===== config.mk =====
export PLATFORM = sky130hd
export DESIGN_NAME = copy_job_arbiter
export DESIGN_NICKNAME = d
export VERILOG_FILES = /design/src/rtl/copy_job_arbiter.sv
export SDC_FILE = /design/constraint.sdc
export NUM_CORES = 1
export LEC_CHECK = 0
export ABC_AREA = 1
export BUFFER_PORTS_ARGS = -buffer_cell sky130_fd_sc_hd__buf_2
export CORE_MARGIN = 2
export CORE_UTILIZATION = 57
export CTS_BUF_LIST = sky130_fd_sc_hd__clkbuf_4
export DETAILED_ROUTE_END_ITERATION = 6
export HOLD_SLACK_MARGIN = 0.03
export PLACE_DENSITY_LB_ADDON = 0.25
export SLEW_MARGIN = 20
export SYNTH_ARGS = -nofsm -noshare
export SYNTH_HDL_FRONTEND = slang
export SYNTH_SLANG_ARGS = --single-unit

===== constraint.sdc =====
create_clock -name Clk -period 2.3 [get_ports Clk]
set_input_delay 0.46 -clock Clk [delete_from_list [all_inputs] [get_ports Clk]]
set_output_delay 0.46 -clock Clk [all_outputs]
set_load 0.01 [all_outputs]

===== src/rtl/copy_job_arbiter.sv =====
// copy_job_arbiter: round-robin owner of the shared array-copy engine.
// Drives the engine Start/Ack handshake, counts jobs, guards run time.
module copy_job_arbiter #(
    parameter int TMAX = 64,
    parameter int TW   = 8
) (
    input  logic       Clk,
    input  logic       Reset_n,
    input  logic       Req0,
    input  logic       Req1,
    output logic       Gnt0,
    output logic       Gnt1,
    output logic       Done0,
    output logic       Done1,
    output logic       Eng_Start,
    output logic       Eng_Ack,
    input  logic       Eng_Done,
    output logic [7:0] Jobs0,
    output logic [7:0] Jobs1,
    output logic       Err
);

    typedef enum logic [2:0] {
        S_IDLE    = 3'd0,
        S_START   = 3'd1,
        S_RUN     = 3'd2,
        S_ACK     = 3'd3,
        S_WAITREL = 3'd4,
        S_FAULT   = 3'd5
    } state_t;

    localparam logic [TW-1:0] WD_LIM = TW'(TMAX - 1);

    state_t        state_q, state_d;
    logic          owner_q, owner_d;
    logic          last_q, last_d;
    logic [TW-1:0] wd_q, wd_d;
    logic [7:0]    jobs0_q, jobs1_q;
    logic          err_q, err_d;
    logic          busy;
    logic          own_req;
    logic          inc0, inc1;

    always_ff @(posedge Clk or negedge Reset_n) begin
        if (!Reset_n) begin
            state_q <= S_IDLE;
            owner_q <= 1'b0;
            last_q  <= 1'b1;
            wd_q    <= '0;
            jobs0_q <= 8'd0;
            jobs1_q <= 8'd0;
            err_q   <= 1'b0;
        end else begin
            state_q <= state_d;
            owner_q <= owner_d;
            last_q  <= last_d;
            wd_q    <= wd_d;
            jobs0_q <= Jobs0;
            jobs1_q <= Jobs1;
            err_q   <= err_d;
        end
    end

    always_comb begin
        state_d   = state_q;
        owner_d   = owner_q;
        last_d    = last_q;
        wd_d      = wd_q;
        err_d     = err_q;
        busy      = 1'b0;
        Eng_Start = 1'b0;
        Eng_Ack   = 1'b0;
        Done0     = 1'b0;
        Done1     = 1'b0;
        own_req   = owner_q ? Req1 : Req0;
        case (state_q)
            S_IDLE: begin
                if (Req0 | Req1) begin
                    state_d = S_START;
                    wd_d    = '0;
                end
                unique case (1'b1)
                    Req0 & ~Req1: owner_d = 1'b0;
                    Req1 & ~Req0: owner_d = 1'b1;
                    Req0 & Req1:  owner_d = ~last_q;
                    default:      owner_d = owner_q;
                endcase
            end
            S_START: begin
                busy      = 1'b1;
                Eng_Start = 1'b1;
                state_d   = S_RUN;
            end
            S_RUN: begin
                busy = 1'b1;
                wd_d = wd_q + 1'b1;
                // completion wins over a timeout landing on the same edge
                if (Eng_Done) begin
                    state_d = S_ACK;
                end else if (wd_q == WD_LIM) begin
                    state_d = S_FAULT;
                    err_d   = 1'b1;
                end
            end
            S_ACK: begin
                busy    = 1'b1;
                Eng_Ack = 1'b1;
                Done0   = ~owner_q;
                Done1   = owner_q;
                last_d  = owner_q;
                state_d = S_WAITREL;
            end
            S_WAITREL: begin
                busy = 1'b1;
                if (!own_req) begin
                    state_d = S_IDLE;
                end
            end
            S_FAULT: begin
                err_d = 1'b1;
            end
            default: begin
                state_d = S_IDLE;
            end
        endcase
    end

    assign Gnt0 = busy & ~owner_q;
    assign Gnt1 = busy & owner_q;

    // count shows the completed job during ACK; register follows next edge
    assign inc0  = Eng_Ack & ~owner_q & (jobs0_q != 8'hFF);
    assign inc1  = Eng_Ack & owner_q & (jobs1_q != 8'hFF);
    assign Jobs0 = jobs0_q + {7'd0, inc0};
    assign Jobs1 = jobs1_q + {7'd0, inc1};
    assign Err   = err_q;

endmodule


---- After elaboration in Yosys (flattened, before gate mapping) ----
Index checks and enable logic that the tools add are counted.
Widths: inputs -> output; s select.
word-level totals
  RAM bits ................................ 0
  register bits ........................... 30
  logic and storage cells ................. 64
  ROM bits ................................ 0
  memories ................................ 0
  latch bits .............................. 0
cells by class
  divide/modulo/power cells ............... 0
  magnitude comparators ................... 0
  $add $sub $neg .......................... 3
  mux-type cells .......................... 17
  reduce and logical (&&, ||, !) cells .... 9
  equal/unequal tests ..................... 13
  bitwise operators ....................... 15
  multipliers ............................. 0
  shifts and indexed selects .............. 0
operators by type and width
  kind                 count
  $pmux 3 s6           1
  $add 8x1->8          2
  $ne 8x8->1 const B   2
  $pmux 8 s2           1
  $mux 3               4
  $and 1x1->1          9
  $add 8x1->8 const B  1
  $eq 8x6->1 const B   1
  $mux 1               8
  $mux 8               1
  $ne 2x2->1 const B   4
  $eq 3x2->1 const B   2
  $eq 3x3->1 const B   2
  $not 1->1            5
  $reduce_and 2->1     2
  $reduce_and 4->1     1
  $reduce_bool 2->1    2
  $reduce_or 4->1      1
  $eq 3x1->1 const B   1
  $logic_not 3->1      1
  $ne 3x3->1 const B   1
  $pmux 1 s3           1
  $reduce_and 3->1     1
  $reduce_bool 3->1    1
  2 further kinds      2

---- Logic depth before layout (Yosys ltp) ----
Gate-level depths: netlist of the first run.
  word-level depth ........................ 5
  gate-level depth with buffers ........... 10

---- Worst setup path before layout of the first run ----
No wires, ideal clock.
  kind .................................... register to output
  from .................................... register state_q[2]
  to ...................................... output Jobs1[7]
  setup slack ............................. 140 ps
  cell stages (with the launch flop) ...... 11
  arrival ................................. 1,700 ps
  data required time ...................... 1,840 ps
  cell sequence ........................... dfrtp_1 -> inv_1 -> nand3_1 -> inv_1 -> nand2_1 -> a21oi_1 -> ha_1 -> nand3_1 -> nor2_1 -> nand3_1 -> xnor2_1
between the ends
  cells in the longest elaborated chain, start to end .. 5
RTL lines
  item                      line  source
  from (decl)               34    state_t state_q, state_d;
  from (signal assigned)    54    state_q <= state_d;
  $eq 3x2->1                76    case (state_q)
  $mux 1                    76
  via Eng_Ack               16    output logic Eng_Ack,
  $and 1x1->1 (2 in a row)  133   assign inc1 = Eng_Ack & owner_q & (jobs1_q != 8'hFF);
  $add 8x1->8               135   assign Jobs1 = jobs1_q + {7'd0, inc1};
  to (decl)                 19    output logic [7:0] Jobs1,
The timed path passes the listed nets, and every way through them passes these cells.

---- Worst setup path after layout of the first run ----
  from .................................... register jobs1_q[7]
  to ...................................... output Jobs1[2]
between the ends
  cells in the longest elaborated chain, start to end .. 3
RTL lines
  item                    line  source
  from (decl)             38    logic [7:0] jobs0_q, jobs1_q;
  from (signal assigned)  59    jobs1_q <= Jobs1;
  $ne 8x8->1              133
  $and 1x1->1             133
  $add 8x1->8             135
No other way between the ends.

==> results of run 1 <==
-- worst max path at each step --
stage | start | endpoint | slack, ns | cells after the start
CTS | state_q[2] | Jobs1[7] | -0.15 | 11
finish | jobs1_q[7] | Jobs1[2] | -0.29 | 8
detailed placement | state_q[2] | Jobs1[7] | -0.0006 | 11
global placement | state_q[2] | Jobs1[7] | 0.16 | 11
floorplan | state_q[2] | Jobs1[7] | 0.14 | 10
global route | state_q[2] | Jobs1[7] | -0.36 | 11
-- layout make-up --
cell class | count | share of cell area, %
multi-input cells | 123 | 41.6
flip-flops and latches | 30 | 33.2
repair buffers | 59 | 17.5
inverters | 22 | 3.74
clock buffers | 6 | 1.98
well taps | 30 | 1.65
clock inverters | 2 | 0.385
-- report_power, final --
part / leakage [nW] / total (W) / internal, W / switching (W)
clock: 0.0331 / 0.000325 / 0.000126 / 0.000199
combinational: 0.860 / 0.0000192 / 0.00000390 / 0.0000153
sequential: 0.369 / 0.000527 / 0.000527 / 0
total: 1.26 / 0.000872 / 0.000657 / 0.000214
-- logic make-up (layout without fill, tap and decap cells) --
| family | after synthesis | after routing |
|---|---|---|
| AO/OA/AOI/OAI | 13 | 13 |
| buffers and inverters | 23 | 89 |
| flip-flops | 30 | 30 |
| AND/OR/NAND/NOR | 93 | 93 |
| adder cells (fa/ha/maj) | 5 | 5 |
| XOR/XNOR | 12 | 12 |
-- layer usage --
metal  global-route usage (%)  up-vias  share of wire [%]
li1                         -      692                  -
met1                     29.9      743                 36
met2                     48.0      124                 49
met3                     11.0       36                9.9
met4                     12.9        0                5.3
met5                        0        -                  0
-- sequential cells by signal, indices dropped and copies added, names as in the netlist --
| register | cells |
|---|---|
| state_q | 3 |
| jobs0_q | 8 |
| last_q | 1 |
| Err | 1 |
| jobs1_q | 8 |
| wd_q | 8 |
| owner_q | 1 |
-- worst max-delay path, delay by kind of cell (launching register included) --
kind,cells,cell delay (ns)
xor gates and xnor gates,1,0.17
DFF,1,0.45
and+or+nand+nor,2,0.35
AOI/OAI and AO/OA,1,0.12
buffers and inverters,2,0.31
adders and majority gates,2,0.38
-- per-stage QoR --
step | hold WS [ns] | utilization [%] | worst slack (ns)
2_1_floorplan | 0.164 | - | 0.140
3_3_place_gp | 0.440 | 67.5 | 0.157
3_5_place_dp | 0.449 | 67.5 | -0.000586
4_1_cts | 0.158 | 80.6 | -0.154
5_1_grt | 0.178 | 91.1 | -0.359
6_report | 0.129 | 91.1 | -0.288
-- layout by cell type (no fill, tap or decap), drive strengths merged --
| master | count |
|---|---|
| xor2 | 4 |
| nand4 | 2 |
| a21oi | 3 |
| xnor2 | 8 |
| clkbuf | 6 |
| nor2 | 20 |
| buf | 59 |
| nand2 | 50 |
| inv | 22 |
| dfstp | 1 |
| ha | 5 |
| dfrtp | 29 |
| o21ai | 10 |
| clkinv | 2 |
| nand3 | 18 |
| nand3b | 3 |
-- repair_timing --
| item | in CTS | in global routing |
|---|---|---|
| pin swaps | 11 | 16 |
| gates resized for setup | 32 | 30 |
| buffers inserted | 18 | 11 |
| endpoints found under the setup margin | 14 | 14 |
==> qor.csv, run 1 <==
stage;metric;value;unit
status;status;complete, but fails checks;
critical_path;critPathMostFrequentCell;ha_4;
grt;track_usage;27.9;%
sta;fin_setup_tns;-2.28;ns
grt;grt_pass1_wl;6440;µm
critical_path;required;1.84;ns
sta;max-slew-margin-rel;54.3;%
min_path;hp-class;in2async;
sta;finalCriticalPeriod;2.59;ns
grt;grt_pass1_vias;1344;
power_and_ir_drop;cellPowerDensity;383;nW/µm²
routing;wire_per_inst;21.3;µm
routing;drcViolationCount;0;
grt;overflow;0;
critical_path;critPathMaxStageDelay;0.45;ns
synthesis;synthSimpleGateAreaFrac;27.8;%
placed_design;dp.final_hpwl;2160;µm
critical_path;timing.rr.end;jobs1_q[7];
placed_design;placed_cell_area;1690;µm²
final_layout;finalInstanceArea;2280;µm²
synthesis;synth_flop_cell;dfrtp_1;
die;die_y;55.4;µm
final_layout;diodes;0;
synthesis;ys_top_cells_by_area;dfrtp_1 (48%), nand2_1 (12%), nand3_1 (5.6%);
die;start_util;60.3;%
die;die_area;3070;µm²
synthesis;ys_ff_latch;30;
synthesis;syn-cell-area;1510;µm²
final_layout;layout-drive-gt1-share;48.8;%
synthesis;synth_top_cell_area_share;48.1;%
clock_network;cts_tree;built;
power_and_ir_drop;peakVddDrop;0.438;mV
critical_path;arrival;2.13;ns
die;rows;18;
sta;setup_slack;-0.288;ns
synthesis;synth-compound-area-share;4.56;%
status;violations;setup timing;
synthesis;postSynthAreaPerCell;8.57;µm²
critical_path;critical_path.cell_chain;nand2_1, nor2_1, a21oi_2, ha_4, ha_4, buf_4, xor2_2, buf_2;
sta;period_share;113;%
routing;viasPerCell;5.86;
final_layout;multi_input_area;947;µm²
placed_design;dp_cells;235;
die;io_pins;28;
critical_path;startpoint_type;flop;
run;cap_violations;0;
clock_network;cts-hold-fix-buffers;0;
synthesis;synth_xor_area_share;6.97;%
final_layout;area_growth;51.0;%
final_layout;n_fill_cell;87;
sta;hold_viol;0;
synthesis;synthTopCellsByCount;nand2_1 (48), dfrtp_1 (29), inv_1 (19);
critical_path;crit_path_max_fanout;3;
synthesis;yosysWarnings;0;
sta;fin_worst_skew;0.0200;ns
final_layout;final_cells;272;
routing;antenna_left;0;
clock_network;clk_pin_slew;0.11;ns
synthesis;synthArstFlopShare;100;%
sta;tightest_slew;0.685;ns
routing;first_iter_violations;140;
critical_path;r2r_slack;0.24;ns
clock_network;ctsLongestPathBuffers;2;
final_layout;final_nets;251;
critical_path;crit_type;reg2out;
synthesis;synth_edf_count;0;
die;fp.coreArea;2500;µm²
placed_design;gp_congestion;0.833;
critical_path;cp_slowest_cell;dfrtp_1;
sta;setup_violations;14;
synthesis;synth_top_family_by_area;simple AND/OR/NAND/NOR gates;
synthesis;synth_fa_ha_area_share;4.15;%
routing;wl;5790;µm
clock_network;clock-root-buffer;clkbuf_4;
sta;rsz0062_at_grt;yes;
synthesis;synth_seq_area_share;49.9;%
clock_network;cts.sinks;30;
final_layout;seq_area;756;µm²
power_and_ir_drop;p_leak;1.26;nW
synthesis;yosysTopAreaCell;dfrtp_1;
clock_network;htreeDepth;2;
synthesis;synth_mux_area_share;0;%
synthesis;syn-num-nets;186;
synthesis;syn-instance-count;176;
sta;drv_slew;0;
synthesis;synth_most_common_cell;nand2_1;
sta;max_freq;386;MHz
critical_path;cp-end-kind;primary output;
critical_path;r2r_cells;13;
synthesis;yosysUniqueCellTypes;24;
routing;vias;1595;
grt;grt_max_degree;31;
routing;dr.pass1.iters;6;
placed_design;port_buffers;27;
grt;antenna_found_initial;0;
critical_path;reg2reg_from;state_q[2];
die;dieWidth;55.4;µm
clock_network;cts_buffers;5;
clock_network;clk_latency;0.36;ns
power_and_ir_drop;total_power;0.000872;W
(Power assumes the default switching activity.)
==> run 2: changes to the inputs <==
Settings changed: ABC_AREA 1 to default, CORE_UTILIZATION 57 to 56.
==> qor.csv, run 2 <==
stage;metric;value;unit
status;status;complete, but fails checks;
status;violations;setup timing;
die;die_area;3020;µm²
sta;rsz0062_at_grt;yes;
die;fp.coreArea;2480;µm²
clock_network;cts_tree;built;
sta;fin_setup_tns;-4.63;ns
synthesis;synth_flop_cell;dfrtp_1;
routing;viasPerCell;6.37;
final_layout;utilization;83.8;%
clock_network;clock-root-buffer;clkbuf_4;
routing;first_iter_violations;53;
sta;finalCriticalPeriod;2.82;ns
critical_path;cp-end-kind;primary output;
grt;track_usage;29.4;%
synthesis;ys_top_cells_by_area;dfrtp_1 (50%), xnor2_1 (6.0%), ha_1 (4.3%);
synthesis;synth_fa_ha_area_share;4.30;%
sta;period_share;123;%
final_layout;layout-drive-gt1-share;44.9;%
synthesis;syn-cell-area;1460;µm²
critical_path;required;1.84;ns
synthesis;synthTopCellsByCount;dfrtp_1 (29), nand2_1 (12), xnor2_1 (10);
final_layout;final_common_cell;dfrtp_1;
sta;setup_violations;16;
routing;wl;4610;µm
synthesis;yosysWarnings;0;
synthesis;syn-num-nets;149;
synthesis;synth_edf_count;0;
synthesis;synth_top_family_by_area;simple AND/OR/NAND/NOR gates;
synthesis;synth_seq_area_share;51.7;%
synthesis;ys_ff_latch;30;
power_and_ir_drop;peakVddDrop;0.827;mV
synthesis;yosysTopAreaCell;dfrtp_1;
placed_design;preCtsSetupSlack;0.0384;ns
critical_path;path_buf_inv;3;
critical_path;crit_path_max_fanout;3;
power_and_ir_drop;total_power;0.00214;W
die;rows;18;
synthesis;synthArstFlopShare;100;%
critical_path;arrival;2.36;ns
final_layout;final_nets;206;
sta;max_freq;354;MHz
clock_network;cts.sinks;30;
synthesis;synthSimpleGateAreaFrac;17.5;%
die;die_y;55.0;µm
critical_path;r2r_cells;12;
sta;setup_slack;-0.522;ns
critical_path;cp_top_family;simple AND/OR/NAND/NOR gates;
placed_design;dp.final_hpwl;2160;µm
clock_network;clk_latency;0.33;ns
synthesis;synth-compound-area-share;10.9;%
die;io_pins;28;
grt;overflow;0;
final_layout;largestRegisters;jobs0_q (8), jobs1_q (8), wd_q (8);
final_layout;diodes;0;
routing;antenna_left;0;
synthesis;synth_xor_area_share;7.82;%
grt;grt_max_degree;31;
placed_design;gp_congestion;0.839;
clock_network;cts-hold-fix-buffers;0;
min_path;hp-class;in2async;
clock_network;htreeDepth;2;
placed_design;port_buffers;27;
die;dieWidth;55.0;µm
routing;wire_per_inst;20.4;µm
critical_path;reg2reg_from;state_q[1];
synthesis;postSynthAreaPerCell;10.5;µm²
grt;antenna_found_initial;0;
final_layout;final_cell_mix;dfrtp_1 (26), buf_2 (25), buf_4 (18);
critical_path;cp_slowest_cell;dfrtp_1;
synthesis;yosysUniqueCellTypes;37;
routing;vias;1439;
critical_path;timing.rr.end;state_q[2];
sta;max-slew-margin-rel;55.3;%
clock_network;cts_buffers;5;
synthesis;synth_most_common_cell;dfrtp_1;
die;start_util;58.7;%
final_layout;area_growth;42.7;%
power_and_ir_drop;p_leak;1.04;nW
clock_network;clk_pin_slew;0.10;ns
sta;hold_viol;0;
critical_path;crit_type;reg2out;
final_layout;finalInstanceArea;2080;µm²
run;cap_violations;0;
critical_path;critical_path.cell_chain;nand3b_1, inv_2, nand2_2, a31oi_1, ha_2, buf_6, nand3_1, xnor2_2, buf_2;
sta;fin_worst_skew;0.0132;ns
critical_path;r2r_slack;0.09;ns
sta;tightest_slew;0.671;ns
clock_network;ctsLongestPathBuffers;2;
critical_path;startpoint_type;flop;
grt;grt_pass1_wl;5870;µm
synthesis;synth_top_cell_area_share;49.9;%
routing;dr.pass1.iters;4;
synthesis;synth_mux_area_share;4.13;%
synthesis;syn-instance-count;139;
power_and_ir_drop;cellPowerDensity;1030;nW/µm²
grt;grt_pass1_vias;1257;
critical_path;critPathMaxStageDelay;0.40;ns
placed_design;placed_cell_area;1660;µm²
routing;drcViolationCount;0;
sta;drv_slew;0;
run 2: cell count changes in the layout (fill, tap and decap cells not counted), sizes merged, moves of 3 or more:
| cell | change |
|---|---|
| inv | -13 |
| nand3 | -10 |
| nor2 | -16 |
| buf | -4 |
| nor3 | +6 |
| mux2i | +6 |
| nand2 | -38 |
| and3 | +3 |
| a2111oi | +3 |
run 2: area by class of cell:
class                           count  area (µm²)
Multi-Input combinational cell     95         802
Sequential cell                    30         756
Fill cell                         126         400
Timing Repair Buffer               55         395
Clock buffer                        7        52.6
Tap cell                           30        37.5
Inverter                            9        33.8
run 2: cells by family (layout without fill, tap and decap cells):
kind of cell	count (synthesis)	after routing
buf+inv	14	71
flops	30	30
mux	6	6
simple gates	48	48
fa+ha+maj	5	5
xor+xnor	13	13
compound gates	23	23
run 2: where the power goes:
part	total (W)	internal [W]	switching, W
sequential	0.000827	0.000657	0.000170
combinational	0.000997	0.000478	0.000519
clock	0.000320	0.000139	0.000181
run 2: stage by stage:
step / std cells / hold WS, ns
finish: 226 / 0.148
floorplan: 139 / 0.164
detailed placement: 197 / 0.444
CTS: 220 / 0.156
global route: 226 / 0.213
global placement: 197 / 0.439
run 2: repair_timing:
item	CTS	global route
pin swaps	12	13
gates resized for setup	29	13
setup endpoints to repair	14	16
setup buffers	16	7
run 2: worst max-delay path by stage:
stage | start | to | slack, ns | cells after the start
floorplan | state_q[1] | Jobs1[4] | 0.05 | 9
global placement | state_q[2] | Jobs1[4] | 0.14 | 9
detailed placement | state_q[2] | Jobs0[6] | 0.04 | 8
CTS | state_q[2] | Jobs1[7] | -0.26 | 9
global route | state_q[2] | Jobs1[3] | -0.58 | 9
finish | state_q[2] | Jobs1[3] | -0.52 | 9
run 2: routing by layer:
metal	up-vias	global-route usage, %	wire length (µm)
met2	84	50.6	2390
met5	-	0	0
met4	0	14.2	227
met3	30	9.68	317
li1	612	-	-
met1	713	32.7	1680
==> run 3: changes to the inputs <==
Settings changed: ABC_AREA from default to 1, CORE_UTILIZATION 56 to 54, CTS_BUF_LIST sky130_fd_sc_hd__clkbuf_4 to default.
==> qor.csv, run 3 (synthesis results as in run 1) <==
stage;metric;value;unit
status;status;complete, but fails checks;
status;violations;setup timing;
min_path;hp-class;in2async;
power_and_ir_drop;pwr-share-comb;2.0;%
sta;setup_slack;-0.206;ns
sta;period_share;109;%
clock_network;clk_latency;0.34;ns
routing;wl;3520;µm
routing;vias;1357;
power_and_ir_drop;peakVddDrop;0.498;mV
critical_path;crit_path_max_fanout;3;
final_layout;utilization;76.9;%
sta;finalCriticalPeriod;2.51;ns
critical_path;required;1.84;ns
critical_path;crit_type;reg2out;
grt;grt_pass1_wl;5390;µm
final_layout;final_common_cell;nand2_1;
routing;wl_met2;1800;µm
routing;wire_per_inst;13.4;µm
die;io_pins;28;
routing;antenna_left;0;
clock_network;cts_tree;built;
placed_design;dp_cells;236;
die;start_util;55.6;%
routing;dr.pass1.iters;4;
sta;fin_worst_skew;0.00689;ns
die;rows;19;
final_layout;final_nets;241;
clock_network;cts-hold-fix-buffers;0;
power_and_ir_drop;p_int;0.000679;W
die;dieWidth;56.8;µm
critical_path;cp-end-kind;primary output;
power_and_ir_drop;cellPowerDensity;422;nW/µm²
clock_network;htreeDepth;2;
critical_path;path_buf_inv;3;
critical_path;arrival;2.05;ns
sta;max-slew-margin-rel;55.2;%
critical_path;startpoint_type;flop;
die;die_y;56.8;µm
final_layout;n_fill_cell;169;
power_and_ir_drop;p_leak;1.18;nW
placed_design;port_buffers;27;
run;cap_violations;0;
clock_network;cts_buffers;5;
final_layout;final_cell_mix;nand2_1 (43), dfrtp_1 (28), buf_2 (25);
placed_design;placed_cell_area;1690;µm²
die;die_area;3230;µm²
final_layout;layout-drive-gt1-share;43.1;%
final_layout;area_growth;38.3;%
power_and_ir_drop;p_clk_share;38.0;%
final_layout;final_cells;263;
routing;first_iter_violations;60;
final_layout;diodes;0;
grt;track_usage;22.4;%
placed_design;gp_congestion;0.802;
power_and_ir_drop;total_switching_power;0.000200;W
grt;grt_pass1_vias;1281;
placed_design;dp.final_hpwl;2080;µm
routing;viasPerCell;5.16;
final_layout;finalInstanceArea;2080;µm²
clock_network;ctsLongestPathBuffers;2;
critical_path;cp_slowest_cell;dfrtp_1;
placed_design;preCtsSetupSlack;0.0306;ns
grt;antenna_found_initial;0;
final_layout;largestRegisters;jobs0_q (8), jobs1_q (8), wd_q (8);
routing;drcViolationCount;0;
sta;max_freq;399;MHz
routing;top_layer;met4;
grt;overflow;0;
routing;met1_length;1450;µm
critical_path;critical_path.cell_chain;inv_2, nand3_4, nor2_2, nand2_1, inv_1, ha_2, ha_2, nand3_1, xnor2_2, buf_2;
routing;wl_met3;190;µm
grt;grt_max_degree;31;
power_and_ir_drop;p_seq_share;60.0;%
sta;drv_slew;0;
critical_path;critPathMaxStageDelay;0.40;ns
sta;whs;0.141;ns
sta;tightest_slew;0.673;ns
sta;rsz0062_at_grt;yes;
power_and_ir_drop;p_sw_share;22.7;%
clock_network;clk_pin_slew;0.10;ns
sta;hold_viol;0;
critical_path;critPathMostFrequentCell;ha_2;
clock_network;clock-root-buffer;clkbuf_4;
clock_network;cts.sinks;30;
sta;setup_violations;11;
die;fp.coreArea;2710;µm²
critical_path;cp_top_family;adder cells;
## run 3: cell types whose count changed in the layout (fill, tap and decap cells not counted), sizes merged, moves of 3 or more
cell / delta
nor2: +16
a2111oi: -3
buf: -6
nand3: +10
nand2: +38
and3: -3
inv: +13
nor3: -6
mux2i: -6
## run 3: power groups by stage
stage / registers, W / clock network, W / logic (W)
2_1_floorplan: 0.000538 / 0 / 0.00000275
3_3_place_gp: 0.000537 / 0 / 0.0000176
3_5_place_dp: 0.000537 / 0 / 0.0000181
4_1_cts: 0.000527 / 0.000348 / 0.0000180
5_1_grt: 0.000527 / 0.000359 / 0.0000207
6_report: 0.000527 / 0.000334 / 0.0000174
## run 3: what timing repair did
action                                  CTS  global route
endpoints found under the hold margin     0             0
endpoints found under the setup margin   12            14
pin swaps                                10             7
buffers inserted                         12             7
resized for setup                        26            15
gates cloned                              0             0
## run 3: final cells by class
cell class,count,area [µm²],area share (%)
multi-input cells,123,831,39.9
flip-flops and latches,30,753,36.1
repair buffers,49,317,15.2
inverters,22,85.1,4.08
clock buffers,7,55.1,2.64
well taps,31,38.8,1.86
clock inverters,1,5.00,0.240
## run 3: routing by layer
metal  global-route usage, %  vias up
li1                        -      669
met1                    25.5      639
met2                    37.9       40
met3                    6.45        9
met4                    12.0        0
met5                       0        -
## run 3: path summary, 6_finish.rpt
path	startpoint	end	slack, ns	cells past startpoint
max	state_q[2]	Jobs0[4]	-0.21	10
min	Reset_n	jobs1_q[5]	0.14	1
max reg2reg	state_q[2]	jobs0_q[4]	0.55	10
min reg2reg	Err	Err	0.47	2
max in group asynchronous	Reset_n	jobs1_q[2]	1.68	1
min in group Clk	Eng_Done	state_q[1]	0.40	3
## run 3: through the flow
| step | TNS [ns] | total power (W) |
|---|---|---|
| 2_1_floorplan | 0 | 0.000540 |
| 3_3_place_gp | 0 | 0.000555 |
| 3_5_place_dp | 0 | 0.000556 |
| 4_1_cts | -1.36 | 0.000893 |
| 5_1_grt | -3.17 | 0.000907 |
| 6_report | -1.54 | 0.000879 |
